`config.mk`:
```
export PLATFORM = sky130hd
export DESIGN_NAME = slice_seq_ctrl
export DESIGN_NICKNAME = d
export VERILOG_FILES = /design/src/rtl/slice_seq_pkg.sv /design/src/rtl/slice_next_pick.sv /design/src/rtl/slice_seq_ctrl.sv
export SDC_FILE = /design/constraint.sdc
export NUM_CORES = 1
export LEC_CHECK = 0
export ABC_AREA = 1
export BUFFER_PORTS_ARGS = -buffer_cell sky130_fd_sc_hd__buf_2
export CAP_MARGIN = 20
export CORE_MARGIN = 5
export CORE_UTILIZATION = 55
export CTS_BUF_LIST = sky130_fd_sc_hd__clkbuf_4 sky130_fd_sc_hd__clkbuf_8
export DETAILED_ROUTE_END_ITERATION = 10
export GPL_ROUTABILITY_DRIVEN = 0
export HOLD_SLACK_MARGIN = 0.15
export PLACE_DENSITY = 0.84
export SYNTH_ARGS = -nofsm -noshare
export SYNTH_HDL_FRONTEND = slang
export SYNTH_SLANG_ARGS = --single-unit
export TNS_END_PERCENT = 10
```
`constraint.sdc`:
```
create_clock -name clk -period 4.1 [get_ports clk]
set_input_delay 0.615 -clock clk [delete_from_list [all_inputs] [get_ports clk]]
set_output_delay 0.615 -clock clk [all_outputs]
set_load 0.02 [all_outputs]
```
`src/rtl/slice_seq_pkg.sv`:
```
// Shared constants and types for the time-multiplexed slice controller.
package slice_seq_pkg;

  localparam int unsigned SLICE_W    = 12;
  localparam int unsigned NUM_SLICES = 3;
  localparam int unsigned WORD_W     = SLICE_W * NUM_SLICES;
  localparam int unsigned CNT_W      = 16;

  typedef enum logic [1:0] {
    IDLE = 2'd0,
    RUN  = 2'd1,
    DONE = 2'd2
  } state_e;

  typedef logic [1:0] slice_idx_t;

endpackage

```
`src/rtl/slice_next_pick.sv`:
```
// Finds the next set bit of a slice mask strictly above the current index,
// or the lowest set bit when first is asserted.
module slice_next_pick #(
  parameter int unsigned NUM_SLICES = slice_seq_pkg::NUM_SLICES
) (
  input  logic [NUM_SLICES-1:0]     mask,
  input  slice_seq_pkg::slice_idx_t cur,
  input  logic                      first,
  output slice_seq_pkg::slice_idx_t nxt,
  output logic                      none
);
  import slice_seq_pkg::*;

  always_comb begin
    nxt  = '0;
    none = 1'b1;
    for (int unsigned i = 0; i < NUM_SLICES; i++) begin
      if (none && mask[i] && (first || i > 32'(cur))) begin
        nxt  = slice_idx_t'(i);
        none = 1'b0;
      end
    end
  end

endmodule

```
`src/rtl/slice_seq_ctrl.sv`:
```
// Steps enabled slices of an operand word pair through one shared slice
// datapath, one slice per cycle, and reassembles the result word.
module slice_seq_ctrl #(
  parameter int unsigned SLICE_W    = slice_seq_pkg::SLICE_W,
  parameter int unsigned NUM_SLICES = slice_seq_pkg::NUM_SLICES,
  parameter int unsigned CNT_W      = slice_seq_pkg::CNT_W
) (
  input  logic                          clk,
  input  logic                          rst_n,
  input  logic                          in_valid,
  output logic                          in_ready,
  input  logic [SLICE_W*NUM_SLICES-1:0] in_a,
  input  logic [SLICE_W*NUM_SLICES-1:0] in_b,
  input  logic [NUM_SLICES-1:0]         cfg_b_en,
  input  logic [NUM_SLICES-1:0]         cfg_c_en,
  output logic                          slice_vld,
  output logic [1:0]                    slice_idx,
  output logic [SLICE_W-1:0]            slice_a,
  output logic [SLICE_W-1:0]            slice_b,
  input  logic [SLICE_W-1:0]            slice_c,
  output logic                          out_valid,
  input  logic                          out_ready,
  output logic [SLICE_W*NUM_SLICES-1:0] out_c,
  output logic [CNT_W-1:0]              op_cnt
);
  localparam int unsigned WORD_W = SLICE_W * NUM_SLICES;
  import slice_seq_pkg::*;

  state_e                state;
  slice_idx_t            idx;
  slice_idx_t            pick_idx;
  logic                  pick_none;
  logic [WORD_W-1:0]     a_q;
  logic [WORD_W-1:0]     b_q;
  logic [WORD_W-1:0]     res_q;
  logic [NUM_SLICES-1:0] b_en_q;
  logic [NUM_SLICES-1:0] c_en_q;
  logic [NUM_SLICES-1:0] res_we;
  logic [CNT_W-1:0]      cnt_q;

  // One picker serves both the initial index (live mask in IDLE) and the
  // successor index (latched mask in RUN).
  slice_next_pick #(
    .NUM_SLICES(NUM_SLICES)
  ) u_pick (
    .mask  ((state == IDLE) ? cfg_c_en : c_en_q),
    .cur   (idx),
    .first (state == IDLE),
    .nxt   (pick_idx),
    .none  (pick_none)
  );

  always_comb begin
    res_we = '0;
    for (int unsigned i = 0; i < NUM_SLICES; i++) begin
      res_we[i] = (state == RUN) && (idx == slice_idx_t'(i));
    end
  end

  always_ff @(posedge clk or negedge rst_n) begin
    if (!rst_n) begin
      state  <= IDLE;
      idx    <= '0;
      a_q    <= '0;
      b_q    <= '0;
      b_en_q <= '0;
      c_en_q <= '0;
      res_q  <= '0;
      cnt_q  <= '0;
    end else begin
      for (int unsigned i = 0; i < NUM_SLICES; i++) begin
        if (res_we[i]) res_q[i*SLICE_W +: SLICE_W] <= slice_c;
      end
      case (state)
        IDLE: begin
          if (in_valid) begin
            a_q    <= in_a;
            b_q    <= in_b;
            b_en_q <= cfg_b_en;
            c_en_q <= cfg_c_en;
            res_q  <= '0;
            idx    <= pick_idx;
            state  <= pick_none ? DONE : RUN;
          end
        end
        RUN: begin
          if (pick_none) state <= DONE;
          else           idx   <= pick_idx;
        end
        DONE: begin
          if (out_ready) begin
            state <= IDLE;
            cnt_q <= cnt_q + 1'b1;
          end
        end
        default: state <= IDLE;
      endcase
    end
  end

  always_comb begin
    in_ready  = (state == IDLE);
    slice_vld = (state == RUN);
    out_valid = (state == DONE);
    slice_idx = slice_vld ? idx : '0;
    slice_a   = '0;
    slice_b   = '0;
    for (int unsigned i = 0; i < NUM_SLICES; i++) begin
      if (slice_vld && idx == slice_idx_t'(i)) begin
        slice_a = a_q[i*SLICE_W +: SLICE_W];
        slice_b = b_en_q[i] ? b_q[i*SLICE_W +: SLICE_W] : '0;
      end
    end
    out_c  = res_q;
    op_cnt = cnt_q;
  end

endmodule

```
After elaboration in Yosys (flattened, before gate mapping). Index checks and enable logic that the tools add are counted.

Flip-flop bits (word level): 134. Latch bits: 0. Memory bits (writable): 0. Bits in read-only memories: 0. Input bits: 94. Output and inout port bits: 81. Word-level logic and storage cells: 65. Memories: 0.

Add/sub/neg operators: 1. Multipliers: 0. Div/mod/pow operators: 0. Magnitude comparators: 2. Eq/ne operators: 8. Shift operators: 0. Multiplexer cells: 29. Bitwise logic cells: 0. Reductions and logical operators: 17.

Operator list (number): $mux 12 (12); $mux 36 (2); $add 16x1->16 const B (1); $mux 2 (8); $logic_and 1x1->1 (8); $pmux 2 s3 (1); $reduce_and 3->1 (2); $eq 2x1->1 const B (2); $eq 2x2->1 const B (2); $logic_not 2->1 (2); $mux 1 (4); $ne 2x1->1 const B (2); $ne 2x2->1 const B (2); $pmux 2 s2 (1); $reduce_and 2->1 (2); $mux 3 (1); $gt 1x2->1 const A (1); $gt 2x2->1 const A (1); $logic_or 1x1->1 (2); $reduce_bool 2->1 (1).

Depth between registers and ports, before layout.
Depth in word-level cells: 13. Gate-level depth with buffers: 9. Depth with buffers taken out: 9.

Hierarchy. From an unflattened synthesis, not the netlist that was laid out.

Cell total of the unflattened synthesis: 745. Area total of the unflattened synthesis: 6059.6 µm².

By module, submodules not included: slice_seq_ctrl (times used 1, cells an instance 732, area each 6008.3 µm²); slice_next_pick (times used 1, cells an instance 13, area each 51.3 µm²).

Worst setup path before layout. Ideal clock, no wire load.

Path kind: flip-flop to output port. Start point: reg state[1]. End point: out slice_b[10]. Arrival: 1549 ps. Slack: 1936 ps. Stages on the path, launching flop included: 9. Path buffers: 1. Path through: dfrtp_1 -> nor2_4 -> inv_2 -> nor2_4 -> nand2_4 -> inv_6 -> buf_6 -> nand3_1 -> nand3_1.

Cells in the longest elaborated chain, start to end: 5.

Ends and longest elaborated chain: from (decl) (RTL line slice_seq_ctrl.sv:29) `state_e state;`; from (signal assigned) (RTL line slice_seq_ctrl.sv:83) `state <= pick_none ? DONE : RUN;`; $eq 2x1->1 * (RTL line slice_seq_ctrl.sv:103) `slice_vld = (state == RUN);`; named net slice_vld (RTL line slice_seq_ctrl.sv:16) `output logic slice_vld,`; $logic_and 1x1->1 (RTL line slice_seq_ctrl.sv:109) `if (slice_vld && idx == slice_idx_t'(i)) begin`; $mux 12 (2 in series) (RTL line slice_seq_ctrl.sv:109); $mux 12 * (RTL line slice_seq_ctrl.sv:109); to (decl) (RTL line slice_seq_ctrl.sv:19) `output logic [SLICE_W-1:0] slice_b,`.

Mark *: on every way through the listed nets, which the timed path passes. The rest lies on a longest branch.

Worst setup path in the final report.
Start point: reg state[0]. End point: out slice_b[6].

Cells in the longest elaborated chain, start to end: 5.

Ends and longest elaborated chain (RTL line): $eq 2x1->1 * (slice_seq_ctrl.sv:103); $logic_and 1x1->1 (slice_seq_ctrl.sv:109); $mux 12 (2 in series) (slice_seq_ctrl.sv:109); $mux 12 * (slice_seq_ctrl.sv:109).

Mark *: on every way between the ends. The rest lies on a longest branch, timed or not.

==> results.sh <==
export IMPL_outcome="finished, final reports clean"
export IMPL_cts_setup_buffers=0
export IMPL_yosysSeqAreaShare_pct=55.4
export IMPL_cp_required_ns=3.48
export IMPL_ios=175
export IMPL_yosys_most_used_dff="dfrtp_1"
export IMPL_layout_drive_gt1_share_pct=24.6
export IMPL_r2r_cells=7
export IMPL_grt_pass1_wl_um=24800
export IMPL_antenna_found_initial=0
export IMPL_ant_nets=0
export IMPL_clkSinkCount=133
export IMPL_dp_cells=1031
export IMPL_synth_top_area_share_pct=55.4
export IMPL_worst_pin_slew_ns=0.832
export IMPL_postSynthAreaPerCell_um2=8.03
export IMPL_die_area_um2=13100
export IMPL_finalPower_mw=5.50
export IMPL_yosys_area_top_type="dfrtp_1"
export IMPL_setup_viol=0
export IMPL_clock_latency_ns=0.42
export IMPL_rsz0062_at_grt="false"
export IMPL_die_h_um=115
export IMPL_initial_core_util_pct=55.7
export IMPL_ir_drop_mv=0.374
export IMPL_grt_max_degree=78
export IMPL_layout_cells_non_filler=1062
export IMPL_synth_most_common_cell="nand2_1"
export IMPL_fp_row_count=38
export IMPL_synth_seq_cells=133
export IMPL_setup_tns_ns=0
export IMPL_finalCritPeriodShare_pct=70.1
export IMPL_crit_type="flop to output port"
export IMPL_drc=0
export IMPL_crit_path_start_kind="flop"
export IMPL_synth_area_um2=6010
export IMPL_grt_pass1_vias=5173
export IMPL_drt_total_wl_um=14900
export IMPL_synthCells=748
export IMPL_core_um2=10800
export IMPL_firstDrtPassIters=5
export IMPL_synthTopCellsByArea="dfrtp_1, nand2_1, nor2_1"
export IMPL_io_buffers=174
export IMPL_power_density_nw_per_um2=751
export IMPL_p_leak_nw=4.07
export IMPL_die_width_um=115
export IMPL_endpoint_kind="output port"
export IMPL_cts_repair_resize_count=0
export IMPL_ys_top_cells_by_count="nand2_1, dfrtp_1, nor2_1"
export IMPL_fillCellCount=898
export IMPL_arrival_ns=2.26
export IMPL_holdWs_ns=0.277
export IMPL_fin_nets=1005
export IMPL_yosysWarnings=0
export IMPL_root_buffer="clkbuf_8"
export IMPL_path_clk_slew_ns=0.08
export IMPL_synth_cell_types=31
export IMPL_synth_edf_count=0
export IMPL_syn2layout_area_growth_pct=22.0
export IMPL_hold_violations=0
export IMPL_cts_hold_buf=0
export IMPL_post_drt_wl_per_cell_um=14.0
export IMPL_clock_path_buffers=2
export IMPL_grt_usage_pct=23.6
export IMPL_cts_tree="yes"
export IMPL_overflow=0
export IMPL_synthArstFlopShare_pct=100
export IMPL_min_period_ns=2.87
export IMPL_maxCapViolations=0
export IMPL_hpwl_um=10200
export IMPL_slew_viol_final=0
export IMPL_cts_htree_levels=4
export IMPL_max_freq_mhz=348
export IMPL_viasPerCell=5.07
export IMPL_vias=5389
export IMPL_antennaDiodeCount=0
export IMPL_skew_ns=0.0120
export IMPL_syn_nets=843
export IMPL_hold_class="input port to asynchronous set/reset pin"
export IMPL_max_slew_margin_rel_pct=44.5
export IMPL_crit_fanout=27
export IMPL_cts_buffers=17
export IMPL_dr_first_iter_drc_count=495
-- critical path: stages (launching register included) --
cell and delay, ns:
dfrtp_1 0.44, inv_2 0.09, nor2_4 0.16, nand2_1 0.27, inv_2 0.47, nand3_1 0.13
nand3_1 0.11, buf_2 0.17
-- routing by layer --
layer	track usage (%)	vias to the layer above	routed length (µm)	share of wire, %
met3	5.18	14	1040	7.0
met5	0	-	0	0
met2	36.4	181	7010	47
met4	7.44	0	167	1.1
met1	33.3	2541	6700	45
li1	-	2653	-	-
-- path summary, 6_finish.rpt --
path                          start          to  slack [ns]
setup / recovery           state[0]  slice_b[6]        1.23
hold / removal                rst_n   out_c[31]        0.28
setup reg to reg           state[1]     b_q[30]        2.21
hold reg to reg              a_q[0]      a_q[0]        0.47
max in group asynchronous     rst_n      a_q[6]        2.97
min in group clk            in_a[9]      a_q[9]        0.39
-- state kept, by name, summed over array words and instances (netlist names) --
name / flops
a_q: 36
state: 2
b_q: 36
idx: 2
out_c: 36
b_en_q: 3
op_cnt: 16
c_en_q: 2
-- layout make-up --
| cell class | count | area (µm²) | share of cell area (%) |
|---|---|---|---|
| clock buffer | 19 | 255 | 3.48 |
| clock inverter | 12 | 180 | 2.46 |
| inverter | 32 | 128 | 1.74 |
| multi-input combinational | 549 | 2340 | 32.0 |
| sequential | 133 | 3330 | 45.4 |
| tap | 140 | 175 | 2.39 |
| timing repair buffer | 177 | 921 | 12.6 |
-- cells by family (layout without fill, tap and decap cells) --
kind of cell	after synthesis	count (layout)	synth area share (%)
AO/OA/AOI/OAI	50	50	4.31
XOR/XNOR	8	8	1.17
adder cells (fa/ha/maj)	1	1	0.208
buffers and inverters	66	240	5.64
flip-flops	133	133	55.4
AND/OR/NAND/NOR	490	490	33.3
-- layout by cell type (no fill, tap or decap) --
cell type	synthesis	final
nand2_4	1	1
nand3b_1	1	1
inv_6	1	1
xor2_1	5	5
nand4_1	3	3
clkbuf_8	0	18
nand2_2	2	2
clkinv_2	0	1
o211ai_1	2	2
clkinv_4	0	2
inv_2	5	5
o21ai_0	43	43
clkbuf_4	0	1
inv_1	25	25
nand3_2	1	1
ha_1	1	1
buf_12	0	2
nor2_4	7	7
bufinv_16	0	4
o21ai_1	2	2
o2111ai_1	1	1
nand2_1	326	326
nor3_1	3	3
xnor2_1	3	3
a21oi_1	2	2
nor2_2	1	1
dfrtp_1	133	133
clkinvlp_4	0	5
buf_2	18	173
nand3_1	58	58
nor2_1	87	87
inv_4	1	1
buf_4	3	2
-- metrics by stage --
stage                     instance area (µm²)  utilization, %  setup WS (ns)
after floorplan                          6010               -           1.94
after global placement                   6890            63.9           1.72
after detailed placement                 6890            63.9           1.67
after CTS                                7330            67.9           1.18
after global routing                     7330            67.9          0.967
final                                    7330            67.9           1.23
-- power breakdown --
part | total [mW] | switching, mW | leakage, nW | internal [mW]
clock network | 1.20 | 0.515 | 0.203 | 0.683
registers | 2.24 | 0.375 | 1.68 | 1.87
logic | 2.06 | 1.39 | 2.19 | 0.669
total | 5.50 | 2.28 | 4.07 | 3.22
Power figures use the tool's default switching activity.
